===== src/rtl/cam_capture_downscale_if.sv =====
// Camera pin bundle plus the decimated pixel stream toward the frame buffer.
// master drives the camera side and enable; slave is the capture block.
interface cam_capture_downscale_if #(parameter int bitsPixel = 8);
  logic                 i_enable;
  logic                 cam_pclk;
  logic                 cam_href;
  logic                 cam_vsync;
  logic [7:0]           cam_data;
  logic                 o_DV;
  logic [bitsPixel-1:0] o_pixel;
  logic                 o_frameDone;
  logic                 o_frameErr;
  logic                 o_capturing;

  modport master (
    output i_enable, cam_pclk, cam_href, cam_vsync, cam_data,
    input  o_DV, o_pixel, o_frameDone, o_frameErr, o_capturing
  );

  modport slave (
    input  i_enable, cam_pclk, cam_href, cam_vsync, cam_data,
    output o_DV, o_pixel, o_frameDone, o_frameErr, o_capturing
  );
endinterface


===== src/rtl/cam_capture_downscale.sv =====
// RGB565 camera capture, packed to RGB332 and decimated 2:1 in x and y.
// Latency: o_DV 3 clk after the raw pclk edge of the low byte; no backpressure.
module cam_capture_downscale #(
  parameter int bitsPixel = 8,
  parameter int hActive   = 640,
  parameter int vActive   = 480,
  parameter int numPixel  = (hActive / 2) * (vActive / 2)
) (
  input  logic                    clk,
  input  logic                    rst_n,
  cam_capture_downscale_if.slave  bus
);
  localparam logic [9:0]  H_ACT = 10'(hActive);
  localparam logic [9:0]  V_ACT = 10'(vActive);
  localparam logic [16:0] N_PIX = 17'(numPixel);

  typedef enum logic [1:0] {WAIT_VSYNC, WAIT_FRAME, ACTIVE} state_t;
  state_t state, state_nxt;

  logic [2:0]           pclk_sync, vsync_sync, href_sync;
  logic [7:0]           data_s1, data_s2;
  logic [5:0]           hi_bits;
  logic                 phase;
  logic [9:0]           col, row;
  logic [16:0]          count;
  logic                 dv, frame_done, frame_err;
  logic [bitsPixel-1:0] pixel;
  logic                 pclk_rise, vs_rise, vs_fall, href_fall;
  logic                 frame_start, frame_end, take;

  // Index [1] is the synchronized value, [2] its previous cycle for edges.
  assign pclk_rise = pclk_sync[1] & ~pclk_sync[2];
  assign vs_rise   = vsync_sync[1] & ~vsync_sync[2];
  assign vs_fall   = ~vsync_sync[1] & vsync_sync[2];
  assign href_fall = ~href_sync[1] & href_sync[2];
  assign take      = (col < H_ACT) && (row < V_ACT) && !col[0] && !row[0] && (count < N_PIX);

  always_ff @(posedge clk or negedge rst_n) begin
    if (!rst_n) begin
      pclk_sync  <= '0;
      vsync_sync <= '0;
      href_sync  <= '0;
      data_s1    <= '0;
      data_s2    <= '0;
    end else begin
      pclk_sync  <= {pclk_sync[1:0], bus.cam_pclk};
      vsync_sync <= {vsync_sync[1:0], bus.cam_vsync};
      href_sync  <= {href_sync[1:0], bus.cam_href};
      data_s1    <= bus.cam_data;
      data_s2    <= data_s1;
    end
  end

  always_ff @(posedge clk or negedge rst_n) begin
    if (!rst_n) state <= WAIT_VSYNC;
    else        state <= state_nxt;
  end

  always_comb begin
    state_nxt   = state;
    frame_start = 1'b0;
    frame_end   = 1'b0;
    case (state)
      WAIT_VSYNC: if (vs_rise) state_nxt = WAIT_FRAME;
      WAIT_FRAME: if (vs_fall) begin
        if (bus.i_enable) begin
          state_nxt   = ACTIVE;
          frame_start = 1'b1;
        end else begin
          state_nxt = WAIT_VSYNC;
        end
      end
      ACTIVE: if (vs_rise) begin
        state_nxt = WAIT_FRAME;
        frame_end = 1'b1;
      end
      default: state_nxt = WAIT_VSYNC;
    endcase
  end

  always_ff @(posedge clk or negedge rst_n) begin
    if (!rst_n) begin
      hi_bits    <= '0;
      phase      <= 1'b0;
      col        <= '0;
      row        <= '0;
      count      <= '0;
      dv         <= 1'b0;
      pixel      <= '0;
      frame_done <= 1'b0;
      frame_err  <= 1'b0;
    end else begin
      dv         <= 1'b0;
      frame_done <= 1'b0;
      frame_err  <= 1'b0;
      if (frame_start) begin
        col   <= '0;
        row   <= '0;
        phase <= 1'b0;
        count <= '0;
      end else if (frame_end) begin
        // A pclk edge landing with the vsync edge is dropped here.
        frame_done <= 1'b1;
        frame_err  <= (count != N_PIX);
      end else if (state == ACTIVE) begin
        if (href_fall) begin
          col   <= '0;
          phase <= 1'b0;
          if (row < V_ACT) row <= row + 10'd1;
        end else if (pclk_rise && href_sync[1]) begin
          if (!phase) begin
            hi_bits <= {data_s2[7:5], data_s2[2:0]};
            phase   <= 1'b1;
          end else begin
            phase <= 1'b0;
            if (col != '1) col <= col + 10'd1;
            if (take) begin
              dv    <= 1'b1;
              pixel <= bitsPixel'({hi_bits, data_s2[4:3]});
              count <= count + 17'd1;
            end
          end
        end
      end
    end
  end

  assign bus.o_DV        = dv;
  assign bus.o_pixel     = pixel;
  assign bus.o_frameDone = frame_done;
  assign bus.o_frameErr  = frame_err;
  assign bus.o_capturing = (state == ACTIVE);
endmodule

===== src/flat_wrapper.sv =====
// flat-port wrapper written by rule: the top's interface ports become plain ports
module cam_capture_downscale_flat 
#(
  parameter int bitsPixel = 8,
  parameter int hActive   = 640,
  parameter int vActive   = 480,
  parameter int numPixel  = (hActive / 2) * (vActive / 2)
)
  (clk, rst_n, bus_i_enable, bus_cam_pclk, bus_cam_href, bus_cam_vsync, bus_cam_data, bus_o_DV, bus_o_pixel, bus_o_frameDone, bus_o_frameErr, bus_o_capturing);
  cam_capture_downscale_if #(.bitsPixel(bitsPixel)) bus_i ();
  input  logic clk;
  input  logic rst_n;
  input wire logic [$bits(bus_i.i_enable)-1:0] bus_i_enable;
  input wire logic [$bits(bus_i.cam_pclk)-1:0] bus_cam_pclk;
  input wire logic [$bits(bus_i.cam_href)-1:0] bus_cam_href;
  input wire logic [$bits(bus_i.cam_vsync)-1:0] bus_cam_vsync;
  input wire logic [$bits(bus_i.cam_data)-1:0] bus_cam_data;
  output wire logic [$bits(bus_i.o_DV)-1:0] bus_o_DV;
  output wire logic [$bits(bus_i.o_pixel)-1:0] bus_o_pixel;
  output wire logic [$bits(bus_i.o_frameDone)-1:0] bus_o_frameDone;
  output wire logic [$bits(bus_i.o_frameErr)-1:0] bus_o_frameErr;
  output wire logic [$bits(bus_i.o_capturing)-1:0] bus_o_capturing;
  assign bus_i.i_enable = bus_i_enable;
  assign bus_i.cam_pclk = bus_cam_pclk;
  assign bus_i.cam_href = bus_cam_href;
  assign bus_i.cam_vsync = bus_cam_vsync;
  assign bus_i.cam_data = bus_cam_data;
  assign bus_o_DV = bus_i.o_DV;
  assign bus_o_pixel = bus_i.o_pixel;
  assign bus_o_frameDone = bus_i.o_frameDone;
  assign bus_o_frameErr = bus_i.o_frameErr;
  assign bus_o_capturing = bus_i.o_capturing;
  cam_capture_downscale #(.bitsPixel(bitsPixel), .hActive(hActive), .vActive(vActive), .numPixel(numPixel)) u_core (.clk(clk), .rst_n(rst_n), .bus(bus_i));
endmodule

===== config.mk =====
export PLATFORM = sky130hd
export DESIGN_NAME = cam_capture_downscale_flat
export DESIGN_NICKNAME = d
export VERILOG_FILES = /design/src/rtl/cam_capture_downscale_if.sv /design/src/rtl/cam_capture_downscale.sv /design/src/flat_wrapper.sv
export SDC_FILE = /design/constraint.sdc
export NUM_CORES = 1
export LEC_CHECK = 0
export ABC_AREA = 1
export CORE_ASPECT_RATIO = 0.7
export CORE_MARGIN = 4
export CORE_UTILIZATION = 52
export DETAILED_ROUTE_END_ITERATION = 10
export GPL_TIMING_DRIVEN = 0
export PLACE_DENSITY = 0.83
export SLEW_MARGIN = 40
export SYNTH_ARGS = -nofsm -noshare
export SYNTH_HDL_FRONTEND = slang
export SYNTH_SLANG_ARGS = --single-unit

===== constraint.sdc =====
create_clock -name clk -period 2.33 [get_ports clk]
set_clock_uncertainty 0.1 [all_clocks]
set_input_delay 0.3495 -clock clk [delete_from_list [all_inputs] [get_ports clk]]
set_output_delay 0.3495 -clock clk [all_outputs]
set_load 0.02 [all_outputs]

==> run metrics, run 1 <==
status=finished, final reports clean; met3 WL=463 um; Post-Syn Area=3980 um^2; cell depth of the worst flop-to-flop path=8; final wirelength=8210 um; vias post-DR=3290; RSZ-0062 raised after global routing=no; Max clock buf depth=2; Hold Slack=0.245 ns; share of layout cells above drive strength 1=8.97%; Layout area overhead=15.7%; post-synth cell types=33; Worst setup endpoint=bus_o_capturing; number of port buffers=25; Post-synth top flop=dfrtp_1; critical path type=reg2out; grt ovf=0; Post-CTS Repair Setup Buffers=0; Synth Warn #=0; setup_tns=0 ns; CTS Root Buffer Type=clkbuf_8; Levels on crit path=2; NumNets Final=548; # diodes=0; DR pass1 iterations=4; Hold Path Class=reg2reg; CTS H-tree lvls=3; Area contributors post-synth=dfrtp_1, nand2_1, nand3_1; Mapped Cells=492; crit-path leading delay family=buffers and inverters; Die ar.=9140 um^2; Area after DPL=4380 um^2; FF-to-FF End=u_core.count[16]; R2R setup slack=0.48 ns; WP buf/inv=1; clock-pin slew on the worst setup and hold paths=0.09 ns; crit share post-route=90.6%; slowest CP cell=clkdlybuf4s50_1; fill cell count=608; max_cap viols=0; maximum VDD drop=0.537 mV; final setup margin=0.219 ns; die span in x=113 um; Max Used Layer=met4; GPL Wtd Cong=0.943; startpoint types=flop; # setup viols final=0; crit-path max FO=5; register area share after synthesis=51.6%; Post-Syn Nets=510; Post-synth ARST share=100%; register area=2050 um^2; I/O pins=26; wl on met1=3970 um; Max stage delay on crit path=0.63 ns; PostCTS Resize Cnt=0; Vias/cell=5.20; Leak Pwr=2.30 nW; multi-input logic area=1660 um^2; first-pass GRT wire length=14200 um; DR DRC count=0; Final Max Slew Viols=0; post-detail-place hpwl=5870 um; top cell type's share of synthesized area=51.6%; met2 WL=3610 um; Critical Path AT=1.66 ns; pin count of the biggest net entering global routing=49; largest area contributor in the netlist=dfrtp_1; Site Rows=26; crit-path cells=nor2_4 > clkdlybuf4s50_1; Iteration-0 DRC Markers=258; starting density of the core=53.9%; TritonCTS clock tree=built; Finished Cell Area=4600 um^2; Placeable Area=7380 um^2; Clock Latency Late Sink=0.36 ns; Worst setup EP type=output pin; PwrDens=676 nW/um^2; synthesized flop and latch total=82; routed len/inst=13.0 um; total track usage=19.6%; Mean Syn Cell Area=8.09 um^2; initial antenna violation count=0; Final ANT Viol Nets=0; pre-CTS setup slack=0.351 ns; die height=81.2 um; Max Freq=474 MHz; Post-synth EDFFs=0; crit path from=u_core.state[0]; R2R Path Start=u_core.count[0]; Power Total=3.11 mW; relative slew slack=64.1%; vias in the first global route=3091; total CTS buffers=9; Worst-Margin Slew=0.539 ns; clock sink count=82; Final Hold Fails=0; Worst EP required=1.88 ns; Final Critical Period=2.11 ns
cells by family (layout without fill, tap and decap cells):
logic type	Yosys count	in the layout	share of synthesized area [%]
simple gates	310	310	34.9
xor+xnor	12	12	2.64
compound gates	20	20	2.80
fa+ha+maj	4	4	1.26
buf+inv	64	107	6.85
flops	82	82	51.6
flip-flops by register name, summed over array words and instances, names as in the netlist:
register	cells
u_core.hi_bits	6
u_core.pclk_sync	3
u_core.bus.o_DV	1
u_core.phase	1
u_core.bus.o_frameDone	1
u_core.count	17
u_core.data_s1	8
u_core.bus.o_frameErr	1
u_core.data_s2	8
u_core.href_sync	3
u_core.state	2
u_core.bus.o_pixel	8
u_core.col	10
u_core.row	10
u_core.vsync_sync	3
metal layers:
layer  GRT usage (%)  vias to the layer above
met4            8.16                        0
met2            30.0                       97
met5               0                        -
met3            4.69                       18
met1            27.2                     1542
li1                -                     1633
stage by stage:
| stage | std cells | util [%] |
|---|---|---|
| final | 633 | 62.3 |
| after global routing | 633 | 62.3 |
| after CTS | 633 | 62.3 |
| after detailed placement | 616 | 59.3 |
| after global placement | 615 | 58.9 |
| after floorplan | 492 | - |
synth_stat cells, types with 2 or more instances:
| master | count |
|---|---|
| nand3_1 | 63 |
| nand3_2 | 5 |
| nand4_1 | 11 |
| dfrtp_1 | 82 |
| o21ai_1 | 10 |
| a21oi_1 | 2 |
| nor3_1 | 8 |
| nor2_2 | 3 |
| nor2_1 | 45 |
| o21a_1 | 2 |
| nand2_1 | 163 |
| xor2_1 | 11 |
| o21ai_0 | 4 |
| inv_1 | 48 |
| buf_6 | 3 |
| inv_2 | 3 |
| nor2_4 | 4 |
| clkbuf_1 | 2 |
| nand3b_1 | 2 |
| ha_1 | 4 |
| buf_2 | 5 |
where the power goes:
part | internal (mW) | total, mW | switching, mW
registers | 1.54 | 1.67 | 0.123
logic | 0.146 | 0.351 | 0.205
clock network | 0.537 | 1.09 | 0.557
total | 2.23 | 3.11 | 0.885
how the worst min path moves through the flow:
stage	startpoint	slack, ns	end	depth (start not counted)
final	u_core.href_sync[0]	0.25	u_core.href_sync[1]	0
after detailed placement	rst_n	0.16	u_core.count[8]	1
after floorplan	rst_n	-0.05	u_core.bus.o_DV	0
after global routing	u_core.href_sync[0]	0.25	u_core.href_sync[1]	0
after CTS	u_core.href_sync[0]	0.25	u_core.href_sync[1]	0
after global placement	u_core.data_s1[1]	0.23	u_core.data_s2[1]	0
area by class of cell:
class,instances,share of cell area [%]
plain buffers,12,1.69
well taps,98,2.66
multi-input cells,346,36.0
inverters,52,4.24
flip-flops and latches,82,44.6
clock inverters,6,1.60
repair buffers,27,6.28
clock buffers,10,2.99
repair_timing:
item,in CTS,in global routing
hold endpoints to repair,34,0
hold buffers,1,0
setup endpoints to repair,0,0
cells in the final DEF (no fill, tap or decap), types with 2 or more instances in the layout:
| cell type | count |
|---|---|
| nor2_4 | 4 |
| nor2_2 | 3 |
| nor3_1 | 8 |
| o21ai_1 | 10 |
| nand3b_1 | 2 |
| nand3_1 | 63 |
| buf_6 | 4 |
| o21a_1 | 2 |
| clkbuf_1 | 2 |
| inv_2 | 3 |
| clkbuf_8 | 10 |
| nand3_2 | 5 |
| buf_2 | 5 |
| a21oi_1 | 2 |
| inv_1 | 48 |
| ha_1 | 4 |
| nand2_1 | 163 |
| clkdlybuf4s50_1 | 24 |
| nor2_1 | 45 |
| xor2_1 | 11 |
| clkinvlp_4 | 2 |
| dfrtp_1 | 82 |
| nand4_1 | 11 |
| o21ai_0 | 4 |
Power figures use the tool's default switching activity.
==> run 2, diff against run 1 <==
- CTS_BUF_LIST: not set -> sky130_fd_sc_hd__clkbuf_16
==> run 2 against run 1 <==
Register-to-register slack hardly changed. Worst hold slack better by 0.0013 ns. Flip-flop and latch count stayed put. Worst setup slack better by 0.036 ns. Wire length is 3.1% higher. Clock power is 32% higher. Final cell count stayed put. Clock-buffer cell count is 1 lower. Sequential share of layout area is 0.87 points lower. Via count is 1.1% higher. Highest routed layer unchanged.
==> run metrics, run 2 (same netlist as run 1, synthesis figures left out) <==
DR pass1 iterations=5 (+1); Max clock buf depth=2 (unchanged); GPL Wtd Cong=0.943 (unchanged); Iteration-0 DRC Markers=270 (+4.7%); Vias/cell=5.26 (+1.1%); number of port buffers=25 (unchanged); PwrDens=737 nW/um^2 (+9.1%); crit share post-route=89.1% (-1.5 points); Placeable Area=7380 um^2 (unchanged); cell depth of the worst flop-to-flop path=9 (+1); Final Max Slew Viols=0 (unchanged); Core Util, Final=63.6% (+1.2 points); maximum VDD drop=0.471 mV (-12%); PostCTS Resize Cnt=0 (unchanged); Worst setup EP type=output pin; Non-Filler Instances=633 (unchanged); crit path from=u_core.state[0]; post-detail-place hpwl=5870 um (unchanged); crit-path max FO=5 (unchanged); startpoint types=flop; pre-CTS setup slack=0.351 ns (unchanged); vias post-DR=3327 (+1.1%); Leak Pwr=2.34 nW (+1.8%); TritonCTS clock tree=built; routed len/inst=13.4 um (+3.1%); relative slew slack=63.5% (-0.57 points); Layout area overhead=18.0%; min-delay src=u_core.href_sync[0]; Critical Path AT=1.63 ns (-0.03 ns); pin count of the biggest net entering global routing=49 (unchanged); first-pass GRT wire length=14400 um (+1.1%); clock sink count=82 (unchanged); Worst-Margin Slew=0.547 ns (+0.00851 ns); placed cells=616 (unchanged); most flop-heavy register=u_core.count; I/O pins=26 (unchanged); R2R Path Start=u_core.count[0]; initial antenna violation count=0 (unchanged); vias in the first global route=3067 (-0.78%); max_cap viols=0 (unchanged); NumNets Final=548 (unchanged); Final Hold Fails=0 (unchanged); status=finished, final reports clean; CTS Root Buffer Type=clkbuf_16; Hold Path Class=reg2reg; # diodes=0 (unchanged); starting density of the core=53.9% (unchanged); Clock Latency Late Sink=0.34 ns (-0.02 ns); hold_buf cts=1 (unchanged); total track usage=19.9% (+0.30 points); WHS Path Cells=0 (unchanged); max reg flops=17 (unchanged); most frequent cells in the layout=nand2_1, dfrtp_1, nand3_1, inv_1, nor2_1; Worst EP required=1.88 ns (about the same); total CTS buffers=9 (unchanged); Post-CTS Repair Setup Buffers=0 (unchanged); final setup margin=0.255 ns (+0.0357 ns); Die ar.=9140 um^2 (unchanged); # setup viols final=0 (unchanged); Finished Cell Area=4690 um^2 (+2.0%); share of layout cells above drive strength 1=8.79% (-0.19 points); RSZ-0062 raised after global routing=no; grt ovf=0 (unchanged); die height=81.2 um (unchanged); commonest non-fill, non-tap cell in the layout=nand2_1; Top Registers=u_core.count (17), u_core.col (10), u_core.row (10); clock-pin slew on the worst setup and hold paths=0.07 ns (-0.02 ns); Final ANT Viol Nets=0 (unchanged); Site Rows=26 (unchanged); DR DRC count=0 (unchanged); Area after DPL=4380 um^2 (unchanged); die span in x=113 um (unchanged); CTS H-tree lvls=3 (unchanged); Final Critical Period=2.08 ns (-0.0357 ns); final wirelength=8470 um (+3.1%); critical path type=reg2out; Max Freq=482 MHz (+1.7%)
[run 2: changes by cell type in the layout (fill, tap and decap cells not counted)]
| cell | delta |
|---|---|
| clkbuf_16 | +9 |
| clkinv_1 | +1 |
| clkbuf_8 | -10 |
[run 2: per-layer routing]
metal / global-route usage, % / share of wire, % / up-vias
met5: 0 / 0 / -
met4: 7.56 / 1.8 / 0
met3: 4.77 / 6.4 / 16
met2: 30.7 / 44 / 116
met1: 27.6 / 47 / 1558
li1: - / - / 1637
[run 2: per-stage QoR]
stage / power, mW / setup TNS, ns / hold slack [ns]
detailed placement: 2.04 / 0 / 0.162
floorplan: 1.90 / 0 / -0.0461
global route: 3.62 / 0 / 0.249
global placement: 2.01 / -165.62 / 0.232
finish: 3.46 / 0 / 0.246
CTS: 3.49 / 0 / 0.249
[run 2: worst paths after layout]
path | slack [ns] | endpoint
min in group asynchronous | 0.37 | u_core.count[7]
worst max register to register | 0.47 | u_core.count[16]
max in group asynchronous | 1.22 | u_core.col[4]
worst min register to register | 0.25 | u_core.href_sync[1]
worst max-delay path | 0.25 | bus_o_capturing
worst min-delay path | 0.25 | u_core.href_sync[1]
[run 2: worst max-delay path: stages, from the launching register on]
cell and delay (ns):
dfrtp_1 0.45, nor2_4 0.20, clkdlybuf4s50_1 0.64
[run 2: final cells by class]
type                       instances  area (um^2)
fill                             586         2690
sequential                        82         2050
multi-input combinational        346         1660
timing repair buffer              27          289
clock buffer                       9          225
inverter                          52          195
tap                               98          123
clock inverter                     7         77.6
buffer                            12         77.6
[run 2: power by group]
group | internal (mW) | switching, mW | leakage [nW]
logic | 0.146 | 0.207 | 1.12
clock network | 0.839 | 0.597 | 0.142
registers | 1.54 | 0.126 | 1.07
==> run 3, diff against run 2 <==
- CORE_MARGIN: 4 -> not set
==> run 3 against run 2 <==
Die area fell by 12%. Sequential share of layout area fell by 0.093 points. Core utilization rose by 0.42 points. Register-to-register slack got worse by 0.02 ns. Critical path type unchanged.
==> run metrics, run 3 (same netlist as run 1, synthesis figures left out) <==
Max clock buf depth=2 (unchanged); crit-path max FO=5 (unchanged); I/O pins=26 (unchanged); clock-pin slew on the worst setup and hold paths=0.06 ns (about the same); clock sink count=82 (unchanged); pin count of the biggest net entering global routing=50 (+2.0%); relative slew slack=65.8% (+2.3 points); grt ovf=0 (unchanged); first-pass GRT wire length=14500 um (+0.96%); vias post-DR=3342 (+0.45%); slowest CP cell=clkdlybuf4s50_1; # setup viols final=0 (unchanged); most flop-heavy register=u_core.count; Final Hold Fails=0 (unchanged); DR pass1 iterations=5 (unchanged); initial antenna violation count=0 (unchanged); Placeable Area=7350 um^2 (-0.44%); share of layout cells above drive strength 1=8.97% (+0.19 points); Site Rows=26 (unchanged); number of port buffers=25 (unchanged); routed len/inst=13.5 um (+0.87%); NumNets Final=548 (unchanged); Top Registers=u_core.count (17), u_core.col (10), u_core.row (10); most frequent cells in the layout=nand2_1, dfrtp_1, nand3_1, inv_1, nor2_1; Hold Path Class=reg2reg; RSZ-0062 raised after global routing=no; Worst-Margin Slew=0.513 ns (-0.0342 ns); Final Critical Period=2.06 ns (-0.0159 ns); PwrDens=748 nW/um^2 (+1.4%); die span in x=107 um (-5.3%); Leak Pwr=2.35 nW (+0.59%); die height=75.2 um (-7.4%); Worst EP required=1.88 ns (about the same); Vias/cell=5.28 (+0.45%); final wirelength=8540 um (+0.87%); Worst setup EP type=output pin; post-detail-place hpwl=5920 um (+1.0%); Die ar.=8010 um^2 (-12%); DR DRC count=0 (unchanged); GPL Wtd Cong=0.927 (-1.7%); Final Max Slew Viols=0 (unchanged); commonest non-fill, non-tap cell in the layout=nand2_1; PostCTS Resize Cnt=0 (unchanged); status=finished, final reports clean; WP buf/inv=1 (unchanged); Hold Slack=0.248 ns (+0.00106 ns); max_cap viols=0 (unchanged); startpoint types=flop; TritonCTS clock tree=built; total track usage=23.7% (+3.7 points); crit-path leading delay family=buffers and inverters; Final ANT Viol Nets=0 (unchanged); maximum VDD drop=0.617 mV (+31%); Clock Latency Late Sink=0.34 ns (about the same); total CTS buffers=9 (unchanged); starting density of the core=54.1% (+0.24 points); crit-path cells=nor2_4 > clkdlybuf4s50_1; CTS H-tree lvls=3 (unchanged); # diodes=0 (unchanged); Core Util, Final=64.0% (+0.42 points); Max Freq=486 MHz (+0.77%); max reg flops=17 (unchanged); Max stage delay on crit path=0.63 ns (about the same); CTS Root Buffer Type=clkbuf_16; Post-CTS Repair Setup Buffers=0 (unchanged); Layout area overhead=18.2%; vias in the first global route=3125 (+1.9%); crit share post-route=88.4% (-0.68 points); Iteration-0 DRC Markers=279 (+3.3%); Critical Path AT=1.61 ns (-0.02 ns); critical path type=reg2out
run 3: cell count changes in the layout (fill, tap and decap cells not counted):
cell | before | now
clkinv_4 | 1 | 0
inv_6 | 1 | 4
clkinvlp_4 | 2 | 0
inv_8 | 1 | 2
clkinv_1 | 2 | 1
run 3: worst paths after layout:
kind | startpoint | depth (start not counted) | end | slack [ns]
setup / recovery | u_core.state[0] | 2 | bus_o_capturing | 0.27
hold / removal | u_core.data_s1[1] | 0 | u_core.data_s2[1] | 0.25
setup reg to reg | u_core.count[0] | 9 | u_core.count[16] | 0.45
hold reg to reg | u_core.data_s1[1] | 0 | u_core.data_s2[1] | 0.25
max in group asynchronous | rst_n | 3 | u_core.hi_bits[0] | 1.24
min in group asynchronous | rst_n | 2 | u_core.col[4] | 0.36
run 3: per-stage QoR:
step	power (mW)	setup WS, ns	instance area, um^2	setup TNS (ns)	std cells
after floorplan	1.90	0.776	3980	0	492
after global placement	2.01	-2.01	4350	-164.94	615
after detailed placement	2.04	0.347	4380	0	616
after CTS	3.55	0.250	4700	0	633
after global routing	3.67	0.223	4700	0	633
final	3.52	0.271	4700	0	633
run 3: per-layer routing:
metal  GRT usage, %  vias up  part of all wire (%)
met1           32.8     1552                    45
met5              0        -                     0
met3           5.19       12                   7.5
li1               -     1638                     -
met4           8.52        0                   1.4
met2           37.3      140                    46
run 3: final cells by class:
type / count / area, um^2
buffer: 12 / 77.6
clock buffer: 9 / 225
clock inverter: 7 / 87.6
fill: 628 / 2650
inverter: 52 / 195
multi-input combinational: 346 / 1660
sequential: 82 / 2050
tap: 98 / 123
timing repair buffer: 27 / 289
run 3: repair_timing:
item	CTS	global route
hold endpoints to repair	33	0
endpoints found under the setup margin	0	0
hold buffers	1	0
run 3: worst reg2reg max path, cell delays in order (launching register included):
cell and delay [ns]:
dfrtp_1 0.44, ha_1 0.32, inv_1 0.09, nor2_1 0.24, nand2_1 0.18, nor2_1 0.15
nor2_1 0.05, nor2_1 0.10, nand3_1 0.07, nand2_1 0.08
run 3: report_power, final:
part,leakage [nW],switching (mW),internal [mW]
logic,1.12,0.208,0.149
clock network,0.155,0.635,0.861
registers,1.07,0.122,1.54
total,2.35,0.965,2.55
